`config.mk`:
```
export PLATFORM = sky130hd
export DESIGN_NAME = tuner_sequencer
export DESIGN_NICKNAME = d
export VERILOG_FILES = /design/src/rtl/tuner_pkg.sv /design/src/rtl/tuner_crossing_counter.sv /design/src/rtl/tuner_sequencer.sv
export SDC_FILE = /design/constraint.sdc
export NUM_CORES = 1
export LEC_CHECK = 0
export CAP_MARGIN = 20
export CORE_UTILIZATION = 35
export CTS_CLUSTER_DIAMETER = 60
export DETAILED_ROUTE_END_ITERATION = 7
export SETUP_SLACK_MARGIN = 0.4
export SYNTH_ARGS = -nofsm -noshare
export SYNTH_HDL_FRONTEND = slang
export SYNTH_SLANG_ARGS = --single-unit
```
`constraint.sdc`:
```
create_clock -name CLOCK_50 -period 3.4 [get_ports CLOCK_50]
set_clock_uncertainty 0.2 [all_clocks]
set_input_delay 0.68 -clock CLOCK_50 [delete_from_list [all_inputs] [get_ports CLOCK_50]]
set_output_delay 0.68 -clock CLOCK_50 [all_outputs]
set_load 0.005 [all_outputs]
```
`src/rtl/tuner_pkg.sv`:
```
// Shared widths, defaults and state encoding for the tuning measurement sequencer.
package tuner_pkg;
  localparam int SAMPLE_W            = 24;
  localparam int FREQ_W              = 16;
  localparam int HYST_DEFAULT        = 4096;
  localparam int ERROR_RANGE_DEFAULT = 50;

  typedef logic [2:0] state_t;

  localparam state_t ST_IDLE    = 3'd0;
  localparam state_t ST_PLAY    = 3'd1;
  localparam state_t ST_LISTEN  = 3'd2;
  localparam state_t ST_COMPARE = 3'd3;
  localparam state_t ST_DONE    = 3'd4;
endpackage

```
`src/rtl/tuner_crossing_counter.sv`:
```
// Hysteresis-qualified rising zero-crossing counter; a crossing needs a dip below
// -HYST followed by a rise above +HYST. Count saturates at all-ones.
module crossing_counter
  import tuner_pkg::*;
#(
  parameter int HYST = HYST_DEFAULT
) (
  input  logic                       clk,
  input  logic                       reset,
  input  logic                       clear,
  input  logic                       en,
  input  logic signed [SAMPLE_W-1:0] sample,
  output logic        [FREQ_W-1:0]   count
);
  localparam logic signed [SAMPLE_W-1:0] THR_HI = SAMPLE_W'(HYST);
  localparam logic signed [SAMPLE_W-1:0] THR_LO = -THR_HI;

  logic armed;

  always_ff @(posedge clk) begin
    if (reset || clear) begin
      armed <= 1'b0;
      count <= '0;
    end else if (en) begin
      if (sample < THR_LO) begin
        armed <= 1'b1;
      end else if (sample > THR_HI && armed) begin
        armed <= 1'b0;
        if (count != {FREQ_W{1'b1}}) count <= count + 1'b1;
      end
    end
  end
endmodule

```
`src/rtl/tuner_sequencer.sv`:
```
// One-shot tuning measurement: optional tone playback, fixed capture window,
// crossing count scaled to Hz and compared against the expected note.
//   state   | meaning
//   IDLE    | waiting for start, results held
//   PLAY    | tone on, writing PLAY_SAMPLES DAC samples
//   LISTEN  | reading WINDOW_SAMPLES ADC samples, counting crossings
//   COMPARE | latch frequency, match, greater
//   DONE    | results valid, start re-arms
module tuner_sequencer
  import tuner_pkg::*;
#(
  parameter int PLAY_SAMPLES   = 48000,
  parameter int WINDOW_SAMPLES = 48000,
  parameter int SCALE          = 1,
  parameter int HYST           = HYST_DEFAULT,
  parameter int ERROR_RANGE    = ERROR_RANGE_DEFAULT
) (
  input  logic                       CLOCK_50,
  input  logic                       reset,
  input  logic                       start,
  input  logic                       abort,
  input  logic                       mode_play,
  input  logic                       read_ready,
  input  logic                       write_ready,
  input  logic signed [SAMPLE_W-1:0] sample_in,
  input  logic        [FREQ_W-1:0]   expected_freq,
  output logic                       read,
  output logic                       write,
  output logic                       tone_en,
  output logic                       busy,
  output logic                       result_valid,
  output logic        [FREQ_W-1:0]   frequency,
  output logic                       match,
  output logic                       greater
);
  state_t              state;
  logic [31:0]         sample_cnt;
  logic [FREQ_W-1:0]   cross_cnt;
  logic                start_accept;
  logic                count_en;
  logic [31:0]         product;
  logic [FREQ_W-1:0]   freq_next;
  logic [FREQ_W:0]     diff_up;
  logic [FREQ_W:0]     diff_dn;
  logic [FREQ_W:0]     abs_diff;
  logic                greater_next;
  logic                match_next;

  assign read         = (state == ST_LISTEN) && read_ready;
  assign write        = (state == ST_PLAY) && write_ready;
  assign tone_en      = (state == ST_PLAY);
  assign busy         = (state == ST_PLAY) || (state == ST_LISTEN) || (state == ST_COMPARE);
  assign result_valid = (state == ST_DONE);

  assign start_accept = ((state == ST_IDLE) || (state == ST_DONE)) && start && !abort;
  assign count_en     = read && !abort;

  crossing_counter #(.HYST(HYST)) u_crossing (
    .clk    (CLOCK_50),
    .reset  (reset),
    .clear  (start_accept),
    .en     (count_en),
    .sample (sample_in),
    .count  (cross_cnt)
  );

  // Saturate the scaled count; differences carry a borrow bit to give the ordering.
  assign product      = 32'(cross_cnt) * 32'(SCALE);
  assign freq_next    = (product > 32'h0000_FFFF) ? {FREQ_W{1'b1}} : product[FREQ_W-1:0];
  assign diff_up      = {1'b0, freq_next} - {1'b0, expected_freq};
  assign diff_dn      = {1'b0, expected_freq} - {1'b0, freq_next};
  assign greater_next = !diff_up[FREQ_W];
  assign abs_diff     = greater_next ? diff_up : diff_dn;
  assign match_next   = (abs_diff <= (FREQ_W+1)'(ERROR_RANGE));

  always_ff @(posedge CLOCK_50) begin
    if (reset) begin
      state      <= ST_IDLE;
      sample_cnt <= '0;
      frequency  <= '0;
      match      <= 1'b0;
      greater    <= 1'b0;
    end else if (abort) begin
      state <= ST_IDLE;
    end else begin
      case (state)
        ST_IDLE, ST_DONE: begin
          if (start) begin
            state      <= mode_play ? ST_PLAY : ST_LISTEN;
            sample_cnt <= '0;
          end
        end
        ST_PLAY: begin
          if (write_ready) begin
            if (sample_cnt == 32'(PLAY_SAMPLES - 1)) begin
              state      <= ST_LISTEN;
              sample_cnt <= '0;
            end else begin
              sample_cnt <= sample_cnt + 32'd1;
            end
          end
        end
        ST_LISTEN: begin
          if (read_ready) begin
            if (sample_cnt == 32'(WINDOW_SAMPLES - 1)) begin
              state      <= ST_COMPARE;
              sample_cnt <= '0;
            end else begin
              sample_cnt <= sample_cnt + 32'd1;
            end
          end
        end
        ST_COMPARE: begin
          frequency <= freq_next;
          match     <= match_next;
          greater   <= greater_next;
          state     <= ST_DONE;
        end
        default: state <= ST_IDLE;
      endcase
    end
  end
endmodule

```
# ---- Yosys cells after proc, flatten, opt, wreduce, memory -nomap -nowiden
# Cells that the tools add are included.
dict set report word_totals {
  word_cells 66
  latchBits 0
  rom_bits 0
  mem_count 0
  reg_bits 70
  ram_bits 0
}
dict set report classes {
  n_addsub 4
  n_mul 0
  n_mux 16
  eq_ne 11
  n_div 0
  reduce_logical 22
  n_lt_le_gt_ge 4
  n_shift 0
  bitwise_logic 2
}
# operator count
set ops {}
lappend ops {{2-to-1 mux 32 bit} 4}
lappend ops {{case mux 32 bit (3 select lines)} 1}
lappend ops {{subtractor 16 x 16 -> 17 bit} 2}
lappend ops {{adder 32 x 1 -> 32 bit (second input constant)} 1}
lappend ops {{== test 32 x 16 -> 1 bit (second input constant)} 1}
lappend ops {{greater-than comparator 24 x 14 -> 1 bit (second input constant)} 1}
lappend ops {{< comparator 24 x 13 -> 1 bit (second input constant)} 1}
lappend ops {{less-or-equal comparator 17 x 6 -> 1 bit (second input constant)} 1}
lappend ops {{2-to-1 mux 17 bit} 1}
lappend ops {{adder 16 x 1 -> 16 bit (second input constant)} 1}
lappend ops {{greater-than comparator 16 bit (second input constant)} 1}
lappend ops {{2-to-1 mux 16 bit} 1}
lappend ops {{!= test 16 bit (second input constant)} 1}
lappend ops {{2-to-1 mux 3 bit} 5}
lappend ops {{case mux 3 bit (4 select lines)} 1}
lappend ops {{AND reduction 5 bit} 2}
lappend ops {{== test 3 x 2 -> 1 bit (second input constant)} 2}
lappend ops {{logical AND 1 bit} 6}
lappend ops {{!= test 2 bit (second input constant)} 3}
lappend ops {{logical OR 1 bit} 4}
lappend ops {{!= test 2 x 1 -> 1 bit (second input constant)} 2}
lappend ops {{AND reduction 2 bit} 2}
lappend ops {{AND reduction 4 bit} 1}
lappend ops {{OR reduction 2 bit} 2}
lappend ops {{9 further kinds} 12}

# ---- Logic depth before layout (Yosys ltp)
# Gate-level depths: netlist (run 1).
dict set report logic_depth {
  depth_word 5
  ltp_mapped 14
}

# ---- Modules after synthesis
# A second synthesis (run 1) with hierarchy kept.
dict set report hier_totals {
  hier_cells 659
  hier_area_um2 5245.0
}
# mod instances area_each_um2 seq_area_each_um2 cells_per_inst
set modules_own_cells {}
lappend modules_own_cells {tuner_sequencer 1 4231.6 1061.0 543}
lappend modules_own_cells {crossing_counter 1 1013.5 340.3 116}

# ---- Worst setup path before layout (run 1)
# OpenSTA, ideal clock, no wires.
dict set report synth_path {
  path_kind {in2reg}
  from {input expected_freq[0]}
  to {register match}
  cell_stages 13
  n_path_buf 1
  setup_slack_ps 310
  setup_time_ps 59
  arrival_ps 2832
  required_ps 3141
  cell_sequence {ha_1 > inv_1 > fa_1 > a211oi_1 > o21a_2 > a211o_1 > and2_1 > buf_6 > mux2i_1 > xnor2_1 > nand4_1 > nor4_1 > a31o_1}
}
dict set report synth_between {
  elab_chain_cells 3
  elab_cells_between_ends 4
}
# item line_no
set synth_lines {}
lappend synth_lines {{from (decl)} tuner_sequencer.sv:26} ;# input logic [FREQ_W-1:0] expected_freq,
lappend synth_lines {{subtractor 16 x 16 -> 17 bit, on equally long branches} {tuner_sequencer.sv:70, tuner_sequencer.sv:71}}
lappend synth_lines {{2-to-1 mux 17 bit *} tuner_sequencer.sv:73} ;# assign abs_diff = greater_next ? diff_up : diff_dn;
lappend synth_lines {{less-or-equal comparator 17 x 6 -> 1 bit *} tuner_sequencer.sv:74} ;# assign match_next = (abs_diff <= (FREQ_W+1)'(ERROR_RANGE));
lappend synth_lines {{to (signal assigned)} tuner_sequencer.sv:115} ;# match <= match_next;
lappend synth_lines {{to (decl)} tuner_sequencer.sv:33} ;# output logic match,
# Mark *: on every way between the ends. The rest lies on a longest branch, timed or not.
# A chain may end at the register's enable or synchronous reset.

# ---- Worst setup path in the final report (run 1)
dict set report layout_path {
  from {input expected_freq[13]}
  to {register match}
}
# The elaborated chain is that of the path after synthesis.

==> results of run 1 <==
final cells by class:
class / count / area (um^2) / area share (%)
tap: 180 / 225 / 3.14
sequential: 70 / 1400 / 19.6
inverter: 47 / 176 / 2.46
clock buffer: 12 / 246 / 3.44
multi-input combinational: 509 / 3610 / 50.4
clock inverter: 4 / 55.1 / 0.768
timing repair buffer: 170 / 1450 / 20.2
registers in the layout, indices dropped and copies added, names as in the netlist:
signal	flops
state	3
u_crossing.count	16
sample_cnt	32
greater	1
match	1
frequency	16
u_crossing.armed	1
cell usage after synthesis (3+ instances only):
| cell type | count | area, um^2 |
|---|---|---|
| o21ai_0 | 18 | 90.1 |
| and4_1 | 3 | 26.3 |
| buf_6 | 3 | 33.8 |
| or3_1 | 5 | 31.3 |
| nor3_1 | 16 | 80.1 |
| a211o_1 | 3 | 26.3 |
| o221ai_1 | 3 | 26.3 |
| and2_1 | 3 | 18.8 |
| nand2b_1 | 4 | 25.0 |
| a31oi_1 | 5 | 31.3 |
| nor3b_1 | 3 | 22.5 |
| dfxtp_1 | 70 | 1400 |
| o21a_1 | 5 | 37.5 |
| nand2_1 | 78 | 293 |
| a21oi_1 | 53 | 265 |
| nor2_1 | 81 | 304 |
| xor2_1 | 21 | 184 |
| ha_1 | 34 | 425 |
| nand4_1 | 16 | 100 |
| inv_1 | 47 | 176 |
| o21ai_1 | 5 | 25.0 |
| buf_2 | 11 | 55.1 |
| o31ai_1 | 3 | 22.5 |
| a211oi_1 | 7 | 52.6 |
| buf_4 | 5 | 37.5 |
| nor4_1 | 10 | 62.6 |
| a21o_1 | 8 | 60.1 |
| nand3_1 | 23 | 115 |
| clkbuf_1 | 10 | 37.5 |
| o31a_1 | 3 | 26.3 |
| or2_2 | 3 | 18.8 |
| o211ai_1 | 3 | 22.5 |
| nor2b_1 | 6 | 37.5 |
| mux2i_1 | 3 | 30.0 |
| xnor2_1 | 29 | 254 |
| and3_1 | 16 | 100 |
worst max-delay path, cell delays in order:
cell           delay (ns)
dlygate4sd2_1        0.26
inv_1                0.09
ha_4                 0.27
a21oi_1              0.16
o21ai_1              0.10
buf_4                0.16
a21oi_4              0.12
buf_4                0.14
and2_4               0.16
mux2i_1              0.21
xnor2_1              0.15
nand4_1              0.17
nor4_4               0.29
a31o_1               0.17
through the flow:
stage          util (%)  instance area [um^2]
6_report           51.6                  7170
3_5_place_dp       46.5                  6450
3_3_place_gp       46.5                  6450
2_1_floorplan         -                  5010
5_1_grt            51.6                  7170
4_1_cts            51.2                  7110
cell families after synthesis:
family / count (synthesis)
AOI/OAI and AO/OA: 140
xor gates and xnor gates: 50
adders and majority gates: 37
buffers and inverters: 76
DFF: 70
muxes: 4
and+or+nand+nor: 278
how the worst max path moves through the flow:
stage,to,from
2_1_floorplan,match$_SDFFE_PP0P_,expected_freq[0]
3_3_place_gp,match$_SDFFE_PP0P_,expected_freq[3]
3_5_place_dp,match$_SDFFE_PP0P_,expected_freq[6]
4_1_cts,match$_SDFFE_PP0P_,expected_freq[0]
5_1_grt,match$_SDFFE_PP0P_,u_crossing.count[0]$_SDFFE_PP0P_
6_report,match$_SDFFE_PP0P_,expected_freq[13]
metal layers:
metal	GRT usage, %	vias up	part of all wire [%]
met1	25.2	2396	43
met2	38.6	103	51
met5	0	-	0
li1	-	2571	-
met3	3.71	24	3.4
met4	7.33	0	2.3
repair_timing:
action                     CTS  global route
gates resized for setup     87            18
setup buffers                6             3
pin swaps                   33            18
setup endpoints to repair    1             3
power by group:
part           switching, mW  total (mW)  internal, mW
combinational          0.181       0.375         0.193
clock                  0.345       0.937         0.592
sequential           0.00845       0.832         0.824
total                  0.535        2.14          1.61
==> flow_metrics.tcl, run 1 <==
set metrics [dict create \
    status "finished, final reports clean" \
    timing.rr.end "match$_SDFFE_PP0P_" \
    min_from "frequency[2]$_SDFFE_PP0P_" \
    p_leak_nw 2.75 \
    drtIter0Drc 187 \
    die_area_mm2 0.0147 \
    firstDrtPassIters 5 \
    grt_pass1_wl_mm 24.8 \
    syn_area_per_cell_um2 7.61 \
    rows 43 \
    setup_viol 0 \
    worstMarginPinSlew_ns 0.558 \
    relSlewSlack_pct 62.7 \
    hpwl_mm 12.0 \
    synth_ff_type "dfxtp_1" \
    p_per_area_mw_per_mm2 299 \
    holdPathEnd "frequency[2]$_SDFFE_PP0P_" \
    rsz0062_at_grt "yes" \
    final_common_cell "buf_4" \
    ys_ff_latch 70 \
    clk_latency_ns 0.33 \
    viasPerCell 5.14 \
    root_buffer "clkbuf_16" \
    ys_types 68 \
    reg2regPathDepth 13 \
    synth_top_family_by_area "simple AND/OR/NAND/NOR gates" \
    wire_per_inst_um 15.3 \
    start_util_pct 35.9 \
    stdcell_count 992 \
    ant_nets 0 \
    synth_fa_ha_area_share_pct 9.57 \
    synth-edff-count 0 \
    critPathKind "input port to flop" \
    synth_compound_area_share_pct 18.6 \
    ioPinCount 70 \
    fillCellCount 1347 \
    io_buffers 69 \
    synth.net_count 738 \
    synthMuxAreaShare_pct 0.904 \
    crit_required_ns 3.47 \
    hold_class "flop to flop" \
    finalSetupTns_ns 0 \
    synth_cells 655 \
    ys_warn_count 0 \
    synth_xor_area_share_pct 8.79 \
    synthSimpleGateAreaFrac_pct 27.2 \
    min_path_cells 2 \
    finalNetCount 890 \
    place_ws_ns -0.429 \
    cts_sinks 70 \
    crit-reg2reg-launch "u_crossing.count[0]$_SDFFE_PP0P_" \
    grt-ovfl-total 0 \
    layout-drive-gt1-share_pct 24.8 \
    clkTransAtPathRegs_ns 0.06 \
    crit_path_end_kind "flop" \
    dp_cells 967 \
    routed_wl_mm 15.2 \
    die_height_um 121 \
    report.final.slew_viol_count 0 \
    cts_tree "done" \
    fin_ws_ns 0.337 \
    most-common-layout-cells "96 x buf_4, 81 x nor2_1, 76 x nand2_1" \
    cts_buffers 9 \
    drc 0 \
    cap_violations 0 \
    core_area_mm2 0.0139 \
    clockBufferDepth 2 \
    worstPathArrival_ns 3.13 \
    synthesis.area_mm2 0.00498 \
    hold_buffers 0 \
    n_antenna_cell 0 \
    async_reset_ff_share_pct 0 \
    grt_max_degree 31 \
    max_freq_ghz 0.326 \
    finalCriticalPeriod_ns 3.06 \
    whs_ns 0.254 \
    antenna_found_initial 0 \
    synth-seq-area-share_pct 28.1 \
    final_hold_viol_count 0 \
    die_w_um 121 \
    htreeDepth 3 \
    syn_to_final_growth_pct 43.9 \
    grt_pass1_vias 5092 \
    path_max_fanout 6 \
    period_share_pct 90.1 \
    peakVddDrop_uv 302 \
    routabilityCongestion 0.902 \
    vias 5094 \
    power_mw 2.14 \
    cp-start-kind "input port" \
    grt.total_usage_pct 21.4 \
    rrSetupSlack_ns 0.38 \
]
(Power assumes the default switching activity.)
==> run 2, diff against run 1 <==
--- a/config.mk
+++ b/config.mk
@@ -10,6 +10,7 @@
 export CTS_CLUSTER_DIAMETER = 60
 export DETAILED_ROUTE_END_ITERATION = 7
 export SETUP_SLACK_MARGIN = 0.4
+export SLEW_MARGIN = 20
 export SYNTH_ARGS = -nofsm -noshare
 export SYNTH_HDL_FRONTEND = slang
 export SYNTH_SLANG_ARGS = --single-unit
==> results of run 2 <==
No change in the layout: final DEF, timing and power equal those of run 1.
==> run 3, diff against run 2 <==
--- a/config.mk
+++ b/config.mk
@@ -5,6 +5,7 @@
 export SDC_FILE = /design/constraint.sdc
 export NUM_CORES = 1
 export LEC_CHECK = 0
+export ABC_AREA = 1
 export CAP_MARGIN = 20
 export CORE_UTILIZATION = 35
 export CTS_CLUSTER_DIAMETER = 60
==> run 3 against run 2 <==
  * Critical path depth up 2
  * Highest routed layer unchanged
  * Synthesized cell count is 39% higher
  * Cell count up 23%
==> flow_metrics.tcl, run 3 <==
set metrics [dict create \
    status "finished, final reports clean" \
    largest_reg_flops 32 \
    p_clk_share_pct 46.6 \
    io_buffers 69 \
    critPathKind "input port to flop" \
    clockBufferDepth 2 \
    htreeDepth 3 \
    grt_max_degree 26 \
    crit_required_ns 3.47 \
    n_antenna_cell 0 \
    cts_sinks 70 \
    synthesis.area_mm2 0.00564 \
    peakVddDrop_uv 266 \
    whs_ns 0.255 \
    report.final.slew_viol_count 0 \
    routed_wl_mm 16.2 \
    most-common-layout-cells "259 x nand2_1, 134 x inv_1, 79 x nor2_1" \
    drtIter0Drc 366 \
    grt.total_usage_pct 19.9 \
    path_delay_family "simple AND/OR/NAND/NOR gates" \
    cts_tree "done" \
    p_seq_share_pct 36.2 \
    grt-ovfl-total 0 \
    ant_nets 0 \
    ys_types 48 \
    viasPerCell 4.86 \
    wire_per_inst_um 13.3 \
    top_register "sample_cnt" \
    switchingPower_uw 603 \
    hold_class "flop to flop" \
    grt_pass1_wl_mm 26.1 \
    period_share_pct 85.7 \
    clk_latency_ns 0.33 \
    die_area_mm2 0.0166 \
    die_w_um 129 \
    syn_to_final_growth_pct 26.1 \
    ys_top_cells_by_area "dfxtp_1 25%, nand2_1 17%, inv_1 8.9%, ha_1 7.5%, a21oi_1 6.2%" \
    synth_area_leader_cell "dfxtp_1" \
    rows 46 \
    power_mw 2.32 \
    setup_viol 0 \
    worstMarginPinSlew_ns 0.549 \
    relSlewSlack_pct 63.0 \
    yosys-top-cells-count "262 x nand2_1, 134 x inv_1, 80 x nor2_1, 70 x a21oi_1, 70 x dfxtp_1" \
    synth-edff-count 0 \
    combPwrFrac_pct 17.2 \
    cpMaxStageDelayCell "clkdlybuf4s50_1" \
    path_max_fanout 7 \
    die_height_um 129 \
    cp_num_buf_inv 3 \
    async_reset_ff_share_pct 0 \
    synth_ff_type "dfxtp_1" \
    ioPinCount 70 \
    rsz0062_at_grt "no" \
    syn_area_per_cell_um2 6.20 \
    intPower_mw 1.72 \
    routabilityCongestion 0.875 \
    p_per_area_mw_per_mm2 326 \
    finalNetCount 1079 \
    final_hold_viol_count 0 \
    swShare_pct 26.0 \
    synth.net_count 992 \
    synth-seq-area-share_pct 24.9 \
    ys_ff_latch 70 \
    fin_ws_ns 0.486 \
    ys_warn_count 0 \
    cp-start-kind "input port" \
    yosys.area.top_type_share_pct 24.9 \
    fin_area_mm2 0.00711 \
    top_regs "sample_cnt x32, frequency x16, u_crossing.count x16" \
    antenna_found_initial 0 \
    crit_path_end_kind "flop" \
    clkTransAtPathRegs_ns 0.06 \
    vias 5920 \
    root_buffer "clkbuf_16" \
    final_common_cell "nand2_1" \
    hold_buffers 0 \
    start_util_pct 35.6 \
    finalCriticalPeriod_ns 2.91 \
    layout-drive-gt1-share_pct 10.6 \
    path_cells "clkdlybuf4s50_1 -> inv_1 -> ha_1 -> nand2_1 -> inv_1 -> a21oi_1 -> nand2_1 -> a21oi_4 -> nand2_1 -> nand3b_1 -> nand2_1 -> nor2_1 -> nand2_1 -> nor2_1 -> nand2_1 -> a21oi_2" \
    reg2regPathDepth 17 \
    placed_area_mm2 0.00666 \
    firstDrtPassIters 7 \
    worstPathArrival_ns 2.99 \
    cts_buffers 9 \
    drc 0 \
    fillCellCount 1653 \
    place_ws_ns -0.0682 \
    grt_pass1_vias 5451 \
    yosysMostFrequentCell "nand2_1" \
    hpwl_mm 12.9 \
    synth_cells 909 \
    min_path_cells 2 \
    p_leak_nw 3.13 \
    core_area_mm2 0.0158 \
    max_freq_ghz 0.343 \
    critPathMaxStageDelay_ns 0.48 \
    cap_violations 0 \
    utilization_pct 44.9 \
    crit_path_frequent_cell "nand2_1" \
    worstSetupPathDepth 16 \
]
-- run 3: cell count changes in the layout (fill, tap and decap cells not counted), moves of 15 or more --
cell	before	now
nor3_1	15	31
inv_1	32	134
a21oi_1	49	68
nand2_1	76	259
and3_1	16	1
xnor2_1	29	2
buf_4	96	24
nand3_1	21	42
o21ai_0	12	42
-- run 3: layout make-up --
type / count / area, um^2 / share of cell area, %
Multi-Input combinational cell: 676 / 3670 / 51.6
Clock buffer: 11 / 233 / 3.27
Clock inverter: 5 / 108 / 1.51
Timing Repair Buffer: 93 / 876 / 12.3
Inverter: 146 / 551 / 7.74
Tap cell: 216 / 270 / 3.80
Sequential cell: 70 / 1400 / 19.7
-- run 3: through the flow --
step	setup TNS, ns	instances
after global routing	0	1217
after CTS	0	1215
final	0	1217
after detailed placement	-0.0682	1199
after global placement	0	1199
after floorplan	0	909
-- run 3: layer usage --
layer | global-route usage [%] | vias to the layer above | routed length, um
li1 | - | 3107 | -
met1 | 28.5 | 2661 | 8260
met2 | 30.9 | 136 | 6970
met3 | 2.74 | 16 | 743
met4 | 5.47 | 0 | 206
met5 | 0 | - | 0
-- run 3: logic make-up (layout without fill, tap and decap cells) --
| kind of cell | count (synthesis) | count (layout) | share of synthesized area, % |
|---|---|---|---|
| AOI/OAI and AO/OA | 133 | 133 | 12.9 |
| xor gates and xnor gates | 22 | 22 | 3.42 |
| adders and majority gates | 36 | 36 | 8.25 |
| buffers and inverters | 163 | 255 | 11.6 |
| DFF | 70 | 70 | 24.9 |
| and+or+nand+nor | 485 | 485 | 39.0 |
-- run 3: final timing paths --
path / slack [ns] / to / start
setup / recovery: 0.49 / match$_SDFFE_PP0P_ / expected_freq[15]
hold / removal: 0.26 / u_crossing.armed$_SDFFE_PP0P_ / u_crossing.armed$_SDFFE_PP0P_
hold reg to reg: 0.26 / u_crossing.armed$_SDFFE_PP0P_ / u_crossing.armed$_SDFFE_PP0P_
setup reg to reg: 0.67 / match$_SDFFE_PP0P_ / u_crossing.count[0]$_SDFFE_PP0P_
-- run 3: power by group through the flow --
stage | clock (mW) | sequential, mW | combinational [mW]
floorplan | 0 | 0.855 | 0.236
global placement | 0 | 0.857 | 0.392
detailed placement | 0 | 0.857 | 0.392
CTS | 1.10 | 0.839 | 0.395
global route | 1.14 | 0.840 | 0.446
finish | 1.08 | 0.839 | 0.399
-- run 3: what timing repair did --
action	CTS	global route
pin swaps	0	3
setup endpoints to repair	1	1
buffers inserted	0	2
gates resized for setup	2	22
-- run 3: worst register-to-register path, cell delays in order (launching register included) --
cell	delay [ns]
dfxtp_1	0.34
inv_1	0.20
ha_2	0.24
inv_1	0.06
fa_1	0.38
nand3_1	0.08
nand2_1	0.09
nand2_2	0.08
nand2_4	0.07
a21oi_4	0.25
nand2_1	0.11
nand3b_1	0.10
nand2_1	0.05
nor2_1	0.09
nand2_1	0.06
nor2_1	0.08
nand2_1	0.07
a21oi_2	0.10
